<file path="config.mk">
export PLATFORM = sky130hd
export DESIGN_NAME = dcpu16_mbus_arb
export DESIGN_NICKNAME = d
export VERILOG_FILES = /design/src/rtl/dcpu16_mbus_arb.sv
export SDC_FILE = /design/constraint.sdc
export NUM_CORES = 1
export LEC_CHECK = 0
export BUFFER_PORTS_ARGS = -buffer_cell sky130_fd_sc_hd__buf_2
export CORE_MARGIN = 1.5
export CORE_UTILIZATION = 25
export CTS_CLUSTER_DIAMETER = 40
export DETAILED_ROUTE_END_ITERATION = 8
export PLACE_DENSITY = 0.5
export SYNTH_ARGS = -nofsm -noshare
export SYNTH_HDL_FRONTEND = slang
export SYNTH_SLANG_ARGS = --single-unit
</file>
<file path="constraint.sdc">
create_clock -name clk -period 1.6 [get_ports clk]
set_input_delay 0.16 -clock clk [delete_from_list [all_inputs] [get_ports clk]]
set_output_delay 0.16 -clock clk [all_outputs]
set_load 0.05 [all_outputs]
</file>
<file path="src/rtl/dcpu16_mbus_arb.sv">
// Round-robin arbiter that funnels CH requester channels onto a single master bus,
// with a per-cycle timeout that converts a missing master acknowledge into an error pulse.
module dcpu16_mbus_arb #(
    parameter int AW  = 16,
    parameter int DW  = 16,
    parameter int CH  = 2,
    parameter int TMO = 255
) (
    input  logic               clk,
    input  logic               rst,
    input  logic [CH*AW-1:0]   c_adr,
    input  logic [CH*DW-1:0]   c_dto,
    input  logic [CH-1:0]      c_stb,
    input  logic [CH-1:0]      c_wre,
    output logic [DW-1:0]      c_dti,
    output logic [CH-1:0]      c_ack,
    output logic [CH-1:0]      c_err,
    output logic [AW-1:0]      m_adr,
    output logic [DW-1:0]      m_dto,
    output logic               m_stb,
    output logic               m_wre,
    input  logic [DW-1:0]      m_dti,
    input  logic               m_ack,
    output logic               ena
);

    localparam int GW = (CH > 1) ? $clog2(CH) : 1;
    localparam logic [7:0] TMO_LAST = 8'(TMO - 1);

    typedef enum logic [0:0] {
        S_IDLE = 1'b0,
        S_BUSY = 1'b1
    } state_t;

    state_t          r_state;
    state_t          w_state_nxt;
    logic [GW-1:0]   r_last;
    logic [GW-1:0]   r_grant;
    logic [7:0]      r_cnt;
    logic [AW-1:0]   r_adr;
    logic [DW-1:0]   r_dto;
    logic [DW-1:0]   r_dti;
    logic            r_stb;
    logic            r_wre;
    logic [CH-1:0]   r_ack;
    logic [CH-1:0]   r_err;

    logic [CH-1:0]   w_elig;
    logic [GW-1:0]   w_sel;
    logic            w_found;
    logic            w_tmo;
    logic            w_load;
    logic            w_fin_ack;
    logic            w_fin_err;

    // Candidate k of the round-robin scan, counting from the channel after the last grant.
    function automatic logic [GW-1:0] rr_idx(input logic [GW-1:0] last, input int k);
        int v;
        v = int'(last) + 1 + k;
        v = (v >= CH) ? (v - CH) : v;
        return GW'(v);
    endfunction

    // A channel whose pulse is showing this cycle is masked so it cannot be re-granted on a stale strobe.
    assign w_elig = c_stb & ~r_ack & ~r_err;
    assign w_tmo  = (r_cnt == TMO_LAST);
    assign ena    = ~|w_elig;

    // Round-robin pick of the first eligible channel after the last grant.
    always_comb begin
        w_sel   = '0;
        w_found = 1'b0;
        for (int k = 0; k < CH; k++) begin
            if (!w_found && w_elig[rr_idx(r_last, k)]) begin
                w_sel   = rr_idx(r_last, k);
                w_found = 1'b1;
            end else begin
                w_found = w_found;
            end
        end
    end

    // State register.
    always_ff @(posedge clk or posedge rst) begin
        if (rst) begin
            r_state <= S_IDLE;
        end else begin
            r_state <= w_state_nxt;
        end
    end

    // Next-state logic; an acknowledge always beats a simultaneous timeout.
    always_comb begin
        w_state_nxt = r_state;
        case (r_state)
            S_IDLE:  w_state_nxt = w_found ? S_BUSY : S_IDLE;
            S_BUSY:  w_state_nxt = (m_ack || w_tmo) ? S_IDLE : S_BUSY;
            default: w_state_nxt = S_IDLE;
        endcase
    end

    // Output decode: which datapath action the coming edge performs.
    always_comb begin
        w_load    = 1'b0;
        w_fin_ack = 1'b0;
        w_fin_err = 1'b0;
        case (r_state)
            S_IDLE: begin
                w_load = w_found;
            end
            S_BUSY: begin
                w_fin_ack = m_ack;
                w_fin_err = !m_ack && w_tmo;
            end
            default: begin
                w_load = 1'b0;
            end
        endcase
    end

    // Bus datapath, completion pulses and grant history.
    always_ff @(posedge clk or posedge rst) begin
        if (rst) begin
            r_last  <= GW'(CH - 1);
            r_grant <= '0;
            r_cnt   <= 8'd0;
            r_adr   <= '0;
            r_dto   <= '0;
            r_dti   <= '0;
            r_stb   <= 1'b0;
            r_wre   <= 1'b0;
            r_ack   <= '0;
            r_err   <= '0;
        end else begin
            r_ack <= '0;
            r_err <= '0;
            if (w_load) begin
                r_grant <= w_sel;
                r_adr   <= c_adr[int'(w_sel)*AW +: AW];
                r_dto   <= c_dto[int'(w_sel)*DW +: DW];
                r_wre   <= c_wre[w_sel];
                r_stb   <= 1'b1;
                r_cnt   <= 8'd0;
            end else if (w_fin_ack) begin
                r_stb          <= 1'b0;
                r_ack[r_grant] <= 1'b1;
                r_dti          <= r_wre ? r_dti : m_dti;
                r_last         <= r_grant;
            end else if (w_fin_err) begin
                r_stb          <= 1'b0;
                r_err[r_grant] <= 1'b1;
                r_last         <= r_grant;
            end else if (r_state == S_BUSY) begin
                r_cnt <= r_cnt + 8'd1;
            end else begin
                r_cnt <= r_cnt;
            end
        end
    end

    assign m_adr = r_adr;
    assign m_dto = r_dto;
    assign m_stb = r_stb;
    assign m_wre = r_wre;
    assign c_ack = r_ack;
    assign c_err = r_err;
    assign c_dti = r_dti;

endmodule

</file>
# Word level (Yosys, flattened, before mapping)

Cells that the tools add are included.

Bits in registers: 65
Latch bits: 0
Memory bits (writable): 0
ROM bits: 0
Input bits: 87
Output and inout bits: 55
Word-level logic and storage cells: 83
Memories: 0

Add/subtract/negate cells: 5
$mul: 0
Divide/modulo/power cells: 0
Magnitude comparators: 7
Equal/unequal tests: 3
Shift-type cells: 2
Mux-type cells: 34
Bitwise logic cells: 7
Reduce and logical (&&, ||, !) cells: 14

Operator list:

| operator                                                                      | count |
|---|---|
| 32-bit by 6-bit indexed part select with 16-bit output                        | 2 |
| 8-bit 2-to-1 mux                                                              | 4 |
| 1-bit 2-to-1 mux                                                              | 23 |
| 2-bit 2-to-1 mux                                                              | 5 |
| 8-bit by 1-bit adder with 8-bit output (second input constant)                | 1 |
| 8-bit == test (second input constant)                                         | 1 |
| 1-bit by 2-bit less-than comparator with 1-bit output (second input constant) | 4 |
| 3-bit AND reduction                                                           | 2 |
| 2-bit bitwise AND                                                             | 2 |
| 2-bit inequality test (second input constant)                                 | 2 |
| 2-bit inverter                                                                | 2 |
| 2-bit nonzero test                                                            | 2 |
| 2-bit by 1-bit adder with 3-bit output (second input constant)                | 1 |
| 3-bit by 2-bit >= comparator with 1-bit output (second input constant)        | 1 |
| 1-bit logical AND                                                             | 3 |
| 1-bit zero test                                                               | 3 |
| 1-bit inverter                                                                | 3 |
| 3-bit nonzero test                                                            | 1 |
| 1-bit by 1-bit adder with 2-bit output (second input constant)                | 1 |
| 2-bit >= comparator (second input constant)                                   | 1 |
| 1-bit one-hot mux with 2 select lines                                         | 1 |
| 2-bit AND reduction                                                           | 1 |
| 2-bit OR reduction                                                            | 1 |
| 1-bit subtractor (second input constant)                                      | 2 |
| 3 further kinds                                                               | 3 |

# Logic depth before layout (Yosys ltp)

Gate-level depths: netlist (run 1).

Word-level depth: 12
Gate-level depth with buffers: 6
Depth with buffers taken out: 5

# Worst setup path after synthesis (run 1)

OpenSTA, ideal clock, no wires.

Path type: flip-flop to output port
From: register r_ack[1], in the netlist c_ack[1]
To: output port ena
Arrival time: 1.749 ns
Data required time: 1.440 ns
Path slack: -0.309 ns
Stages on the path, launching flop included: 4
Cells stage by stage: dfrtp_1 nor3b_2 clkbuf_1 nor2_1

Longest elaborated chain between the ends: 5

RTL lines:

| what                              | RTL line | text |
|---|---|---|
| from (decl)                       | 45       | `logic [CH-1:0] r_ack;` |
| from (signal assigned)            | 132      | `r_ack <= '0;` |
| from (signal assigned)            | 135      | `r_ack <= '0;` |
| from (signal, indexed assignment) | 146      | `r_ack[r_grant] <= 1'b1;` |
| 2-bit inverter                    | 65       | `assign w_elig = c_stb & ~r_ack & ~r_err;` |
| 2-bit bitwise AND (2 in series)   | 65       |  |
| 2-bit OR reduction                | 67       | `assign ena = ~\|w_elig;` |
| 1-bit zero test                   | 67       |  |
| to (decl)                         | 24       | `output logic ena` |

Every way passes these cells.

# Worst setup path in the final report (run 1)

From: register r_err[1], in the netlist c_err[1]
To: output port ena

Longest elaborated chain between the ends: 4

RTL lines:

| what                              | RTL line | text |
|---|---|---|
| from (decl)                       | 46       | `logic [CH-1:0] r_err;` |
| from (signal assigned)            | 133      | `r_err <= '0;` |
| from (signal assigned)            | 136      | `r_err <= '0;` |
| from (signal, indexed assignment) | 151      | `r_err[r_grant] <= 1'b1;` |
| 2-bit inverter                    | 65       |  |
| 2-bit bitwise AND                 | 65       |  |
| 2-bit OR reduction                | 67       |  |
| 1-bit zero test                   | 67       |  |

Every way passes these cells.

==> impl_metrics.tcl, run 1 <==
set metrics [dict create \
    cp_num_buf_inv 3 \
    synth-seq-area-share 0.511 \
    arrival_ns 1.47 \
    routabilityCongestion 0.760 \
    antenna_found_initial 0 \
    syn_area_um2 3180 \
    drc 0 \
    grt_pass1_vias 2929 \
    internal-power_mw 5.64 \
    outcome "finished with violations" \
    coreArea_um2 12500 \
    die-area_um2 13400 \
    synthArstFlopShare 1.00 \
    max_stage_delay_ns 0.42 \
    cts_tree "yes" \
    drt-pass1-iter-count 4 \
    chipHeight_um 116 \
    synth_warnings 0 \
    die_w_um 116 \
    clockBufferDepth 2 \
    yosysTopAreaCell "dfrtp_1" \
    slowest_stage "dfrtp_2" \
    finalSetupViolCount 1 \
    critPathCaptureType "output pin" \
    drive_above_1_share 0.509 \
    ctsHtreeMaxLevel 3 \
    final_cell_area_um2 5010 \
    crit_path_frequent_cell "buf_6" \
    synth.avg_cell_area_um2 10.3 \
    vdd_drop_max_uv 865 \
    numPortBuffers 141 \
    crit_family "buffers and inverters" \
    hp-class "in -> reg" \
    max_freq_mhz 614 \
    clkPwrFrac 0.179 \
    period_share 1.02 \
    drv_slew 0 \
    leakage_nw 2.23 \
    cts_sinks 65 \
    synth-edff-count 0 \
    cts.reportedPaths.clkPinSlew_ns 0.06 \
    combPwrFrac 0.560 \
    violations "setup timing" \
    worstPathRequired_ns 1.44 \
    wl_um 11100 \
    dp_worst_setup_slack_ns -0.00813 \
    detailed_place.area_um2 4250 \
    yosysTopAreaCellShare 0.503 \
    grt_pass1_wl_um 15300 \
    synth_area_leaders "dfrtp_1 (50%), a31oi_1 (6.5%), nand3_1 (6.1%)" \
    numCtsBuffers 9 \
    dp_hpwl_um 6940 \
    wl_per_cell_um 17.0 \
    start_kind "flip-flop" \
    final-seq-area_um2 1630 \
    relSlewSlack 0.599 \
    fin_setup_tns_ns -0.0295 \
    drt_iter0_markers 255 \
    drv_cap 0 \
    fillers 1294 \
    syn2layout_area_growth_pct 57.3 \
    final_nets 561 \
    crit_chain "buf_6 -> nor3b_4 -> buf_6 -> nor2_4 -> buf_8" \
    ys.flop_type "dfrtp_1" \
    path_class "reg -> out" \
    start_util 0.254 \
    p_sw_mw 5.48 \
    power_frac_seq 0.260 \
    hold_viol_final 0 \
    netlist_instances 309 \
    antenna_left 0 \
    grt_usage 0.148 \
    final_util 0.400 \
    io_pins 142 \
    ys_types 47 \
    worstPathMaxFanout 3 \
    synth_seq_cells 65 \
    multi_input_area_um2 1630 \
    clock_latency_ns 0.33 \
    p_sw_frac 0.493 \
    finalWorstSetupSlack_ns -0.0295 \
    worst_pin_slew_ns 0.600 \
    grt_max_degree 35 \
    cts_root_buf "clkbuf_16" \
    synth_nets 398 \
    vias 3239 \
    fin_skew_ns 0.00941 \
    core.rowCount 41 \
    power_density_nw_per_um2 2220 \
    diodes 0 \
    rsz0062_at_grt "yes" \
    vias_per_cell 4.99 \
    grt_overflow 0 \
    layout_min_cycle_time_ns 1.63 \
]
[power by group through the flow]
stage | clock network [mW] | logic, mW | registers, mW
6_report | 1.99 | 6.23 | 2.90
5_1_grt | 2.13 | 6.61 | 2.98
4_1_cts | 2.05 | 5.49 | 2.79
3_5_place_dp | 0 | 5.44 | 2.82
3_3_place_gp | 0 | 5.41 | 2.79
2_1_floorplan | 0 | 1.73 | 5.10
[worst paths after layout]
check | from | to | slack (ns) | cells past startpoint
min in group asynchronous | rst | m_dto[14]$_DFFE_PP0P_ | 0.46 | 3
max reg2reg | c_err[1]$_DFF_PP0_ | r_cnt[1]$_DFFE_PP0P_ | 0 | 6
min reg2reg | c_dti[1]$_DFFE_PP0P_ | c_dti[1]$_DFFE_PP0P_ | 0.49 | 1
min | m_dti[0] | c_dti[0]$_DFFE_PP0P_ | 0.04 | 2
max in group asynchronous | rst | m_dto[1]$_DFFE_PP0P_ | 0.60 | 4
max | c_err[1]$_DFF_PP0_ | ena | -0.03 | 5
[timing repair]
item	in CTS	in global routing
pin swaps	3	3
gates resized for setup	9	48
hold buffers	1	0
endpoints found under the setup margin	14	36
buffers inserted	1	6
gates cloned	0	6
hold endpoints to repair	18	0
[logic make-up after synthesis]
logic type / share of synthesized area
flip-flops: 0.511
buffers and inverters: 0.0542
AND/OR/NAND/NOR: 0.200
adder cells (fa/ha/maj): 0.00786
multiplexers: 0.0727
AO/OA/AOI/OAI: 0.154
[sequential cells by signal, summed over array words and instances, names as in the netlist]
signal and count:
m_wre 1, r_state 1, m_adr 16, r_grant 1, m_stb 1, c_err 2
c_ack 2, m_dto 16, c_dti 16, r_last 1, r_cnt 8
[cell usage after synthesis (2+ instances only)]
cell type and instances:
dfrtp_1 64, nand3_1 39, nor3_1 34, a31oi_1 33
o21ai_0 32, clkbuf_1 16, mux2_1 10, buf_2 9
mux2_2 7, buf_6 4, inv_1 4, mux2i_1 4
nand2_1 4, o21ai_1 4, a211oi_1 3, nand4_1 3
nor2_1 3, a21o_1 2, and3_1 2, and4_1 2
ha_1 2, o211ai_1 2, or4b_1 2
[cells in the final DEF, fill, tap and decap left out, types with 4 or more instances in the layout]
cell type,instances
dfrtp_2,5
buf_2,140
nor3_2,9
o21ai_1,7
o21ai_0,29
nor3_1,13
nand2_1,4
a31oi_1,33
buf_12,7
dfrtp_1,59
nand3_1,39
buf_6,7
mux2_1,10
mux2_2,7
clkbuf_16,13
mux2i_1,4
buf_4,20
nor3_4,12
[layer usage]
layer  vias to the layer above  wire length (µm)  track usage
met5                         -                 0            0
met4                         0                35       0.0480
met3                         2               570       0.0340
met2                       117              5190        0.231
met1                      1614              5260        0.202
li1                       1506                 -            -
[area by class of cell]
cell class              instances  share of cell area
flip-flops and latches         65               0.326
multi-input cells             211               0.326
repair buffers                181               0.242
clock buffers                   9              0.0450
well taps                     172              0.0430
clock inverters                 7              0.0150
inverters                       4             0.00375
[metrics by stage]
step / hold slack [ns] / instances / total power, mW
global placement: 0.259 / 619 / 8.19
global route: 0.0309 / 649 / 11.7
floorplan: 0.292 / 309 / 6.82
CTS: 0.0301 / 637 / 10.3
detailed placement: 0.262 / 619 / 8.26
finish: 0.0427 / 649 / 11.1
[worst reg2reg max path, cell delays in order (launching register included)]
cell and delay [ns]:
dfrtp_2 0.42, buf_6 0.13, nor3b_4 0.27, buf_6 0.15
buf_4 0.14, nor4b_1 0.06, a311o_1 0.31
Power figures use the tool's default switching activity.
==> inputs of run 2 (changes only) <==
SKIP_LAST_GASP = 1   (was unset)
==> run 2 against run 1 <==
The flow still finishes with violations (setup timing). Non-clock buffer count did not move. Worst setup slack barely moved. Register-to-register slack barely moved. Sequential cell count did not move. Routed wire length barely moved. Die area did not move. Global-route usage did not move. Design area barely moved. Critical path type unchanged. Critical endpoint unchanged. Largest power group unchanged.
==> impl_metrics.tcl, run 2 (synthesis gave the netlist of run 1 again) <==
set metrics [dict create \
    power_density_nw_per_um2 2220 \
    numPortBuffers 141 \
    antenna_left 0 \
    die-area_um2 13400 \
    grt_max_degree 35 \
    grt_overflow 0 \
    startpoint "c_err[1]$_DFF_PP0_" \
    rsz0062_at_grt "yes" \
    hold_viol_final 0 \
    grt_usage 0.148 \
    internal-power_mw 5.63 \
    start_kind "flip-flop" \
    antenna_found_initial 0 \
    wl_per_cell_um 17.0 \
    worstPathMaxFanout 3 \
    crit_chain "buf_6 -> nor3b_4 -> buf_6 -> nor2_4 -> buf_8" \
    ctsHtreeMaxLevel 3 \
    fin_setup_tns_ns -0.0295 \
    finalWorstSetupSlack_ns -0.0295 \
    drive_above_1_share 0.507 \
    cts_sinks 65 \
    critPathCaptureType "output pin" \
    wl_um 11000 \
    cts_tree "yes" \
    coreArea_um2 12500 \
    finalSetupViolCount 1 \
    io_pins 142 \
    routabilityCongestion 0.760 \
    path_class "reg -> out" \
    vias 3260 \
    leakage_nw 2.23 \
    cts_root_buf "clkbuf_16" \
    clockBufferDepth 2 \
    dp_worst_setup_slack_ns -0.00813 \
    start_util 0.254 \
    most-common-layout-cells "buf_2 (140), dfrtp_1 (59), nand3_1 (39)" \
    clock_latency_ns 0.33 \
    worst_pin_slew_ns 0.599 \
    cp_num_buf_inv 3 \
    drt-pass1-iter-count 5 \
    worstReg2RegStart "c_err[1]$_DFF_PP0_" \
    violations "setup timing" \
    drv_slew 0 \
    period_share 1.02 \
    crit_family "buffers and inverters" \
    crit_path_frequent_cell "buf_6" \
    clkPwrFrac 0.180 \
    combPwrFrac 0.560 \
    cts.reportedPaths.clkPinSlew_ns 0.06 \
    fillers 1295 \
    arrival_ns 1.47 \
    diodes 0 \
    fin_skew_ns 0.00759 \
    r2r_setup_slack_ns 0 \
    p_sw_frac 0.493 \
    slowest_stage "dfrtp_2" \
    layout_min_cycle_time_ns 1.63 \
    final_util 0.400 \
    hp-class "in -> reg" \
    core.rowCount 41 \
    outcome "finished with violations" \
    min_from "m_dti[0]" \
    final_nets 561 \
    grt_pass1_wl_um 15300 \
    numCtsBuffers 9 \
    worstPathRequired_ns 1.44 \
    die_w_um 116 \
    power_frac_seq 0.260 \
    grt_pass1_vias 2929 \
    vdd_drop_max_uv 865 \
    syn2layout_area_growth_pct 57.1 \
    relSlewSlack 0.600 \
    max_freq_mhz 614 \
    drv_cap 0 \
    drc 0 \
    chipHeight_um 116 \
    dp_hpwl_um 6940 \
    vias_per_cell 5.02 \
    final_common_cell "buf_2" \
    p_sw_mw 5.47 \
    drt_iter0_markers 263 \
    max_stage_delay_ns 0.42 \
]
==> run 2: power by group through the flow <==
stage,Clock [mW],Sequential [mW],Combinational (mW)
after floorplan,0,5.10,1.73
after global placement,0,2.79,5.41
after detailed placement,0,2.82,5.44
after CTS,2.05,2.79,5.49
after global routing,2.13,2.98,6.60
final,2.00,2.89,6.22
==> run 2: final timing paths <==
| path | end | depth (start not counted) |
|---|---|---|
| min in group asynchronous | m_dto[14]$_DFFE_PP0P_ | 3 |
| worst max-delay path | ena | 5 |
| worst min register to register | c_dti[1]$_DFFE_PP0P_ | 1 |
| max in group asynchronous | r_grant$_DFFE_PP0P_ | 4 |
| worst max register to register | r_cnt[1]$_DFFE_PP0P_ | 6 |
| worst min-delay path | c_dti[0]$_DFFE_PP0P_ | 2 |
==> run 2: repair_timing <==
item,CTS,global route
buffers inserted,1,6
endpoints found under the hold margin,18,0
setup endpoints to repair,14,36
gates cloned,0,6
resized for setup,8,48
hold buffers,1,0
pin swaps,3,3
==> run 2: layer usage <==
layer | track usage | vias up | routed length (µm)
met5 | 0 | - | 0
met4 | 0.0480 | 0 | 67
met2 | 0.231 | 135 | 5160
met3 | 0.0340 | 8 | 692
met1 | 0.202 | 1612 | 5130
li1 | - | 1505 | -
==> run 2: per-stage QoR <==
stage / power [mW] / cell area, µm² / hold slack (ns) / std cells
6_report: 11.1 / 5000 / 0.0396 / 649
5_1_grt: 11.7 / 5000 / 0.0309 / 649
4_1_cts: 10.3 / 4600 / 0.0301 / 637
3_5_place_dp: 8.26 / 4250 / 0.262 / 619
3_3_place_gp: 8.19 / 4250 / 0.259 / 619
2_1_floorplan: 6.82 / 3220 / 0.292 / 309
==> run 2: layout make-up <==
type	instances	area [µm²]	area share
clock inverter	7	75.1	0.0150
multi-input combinational	211	1630	0.325
inverter	4	18.8	0.00375
timing repair buffer	181	1210	0.242
clock buffer	9	225	0.0450
tap	172	215	0.0430
sequential	65	1630	0.327
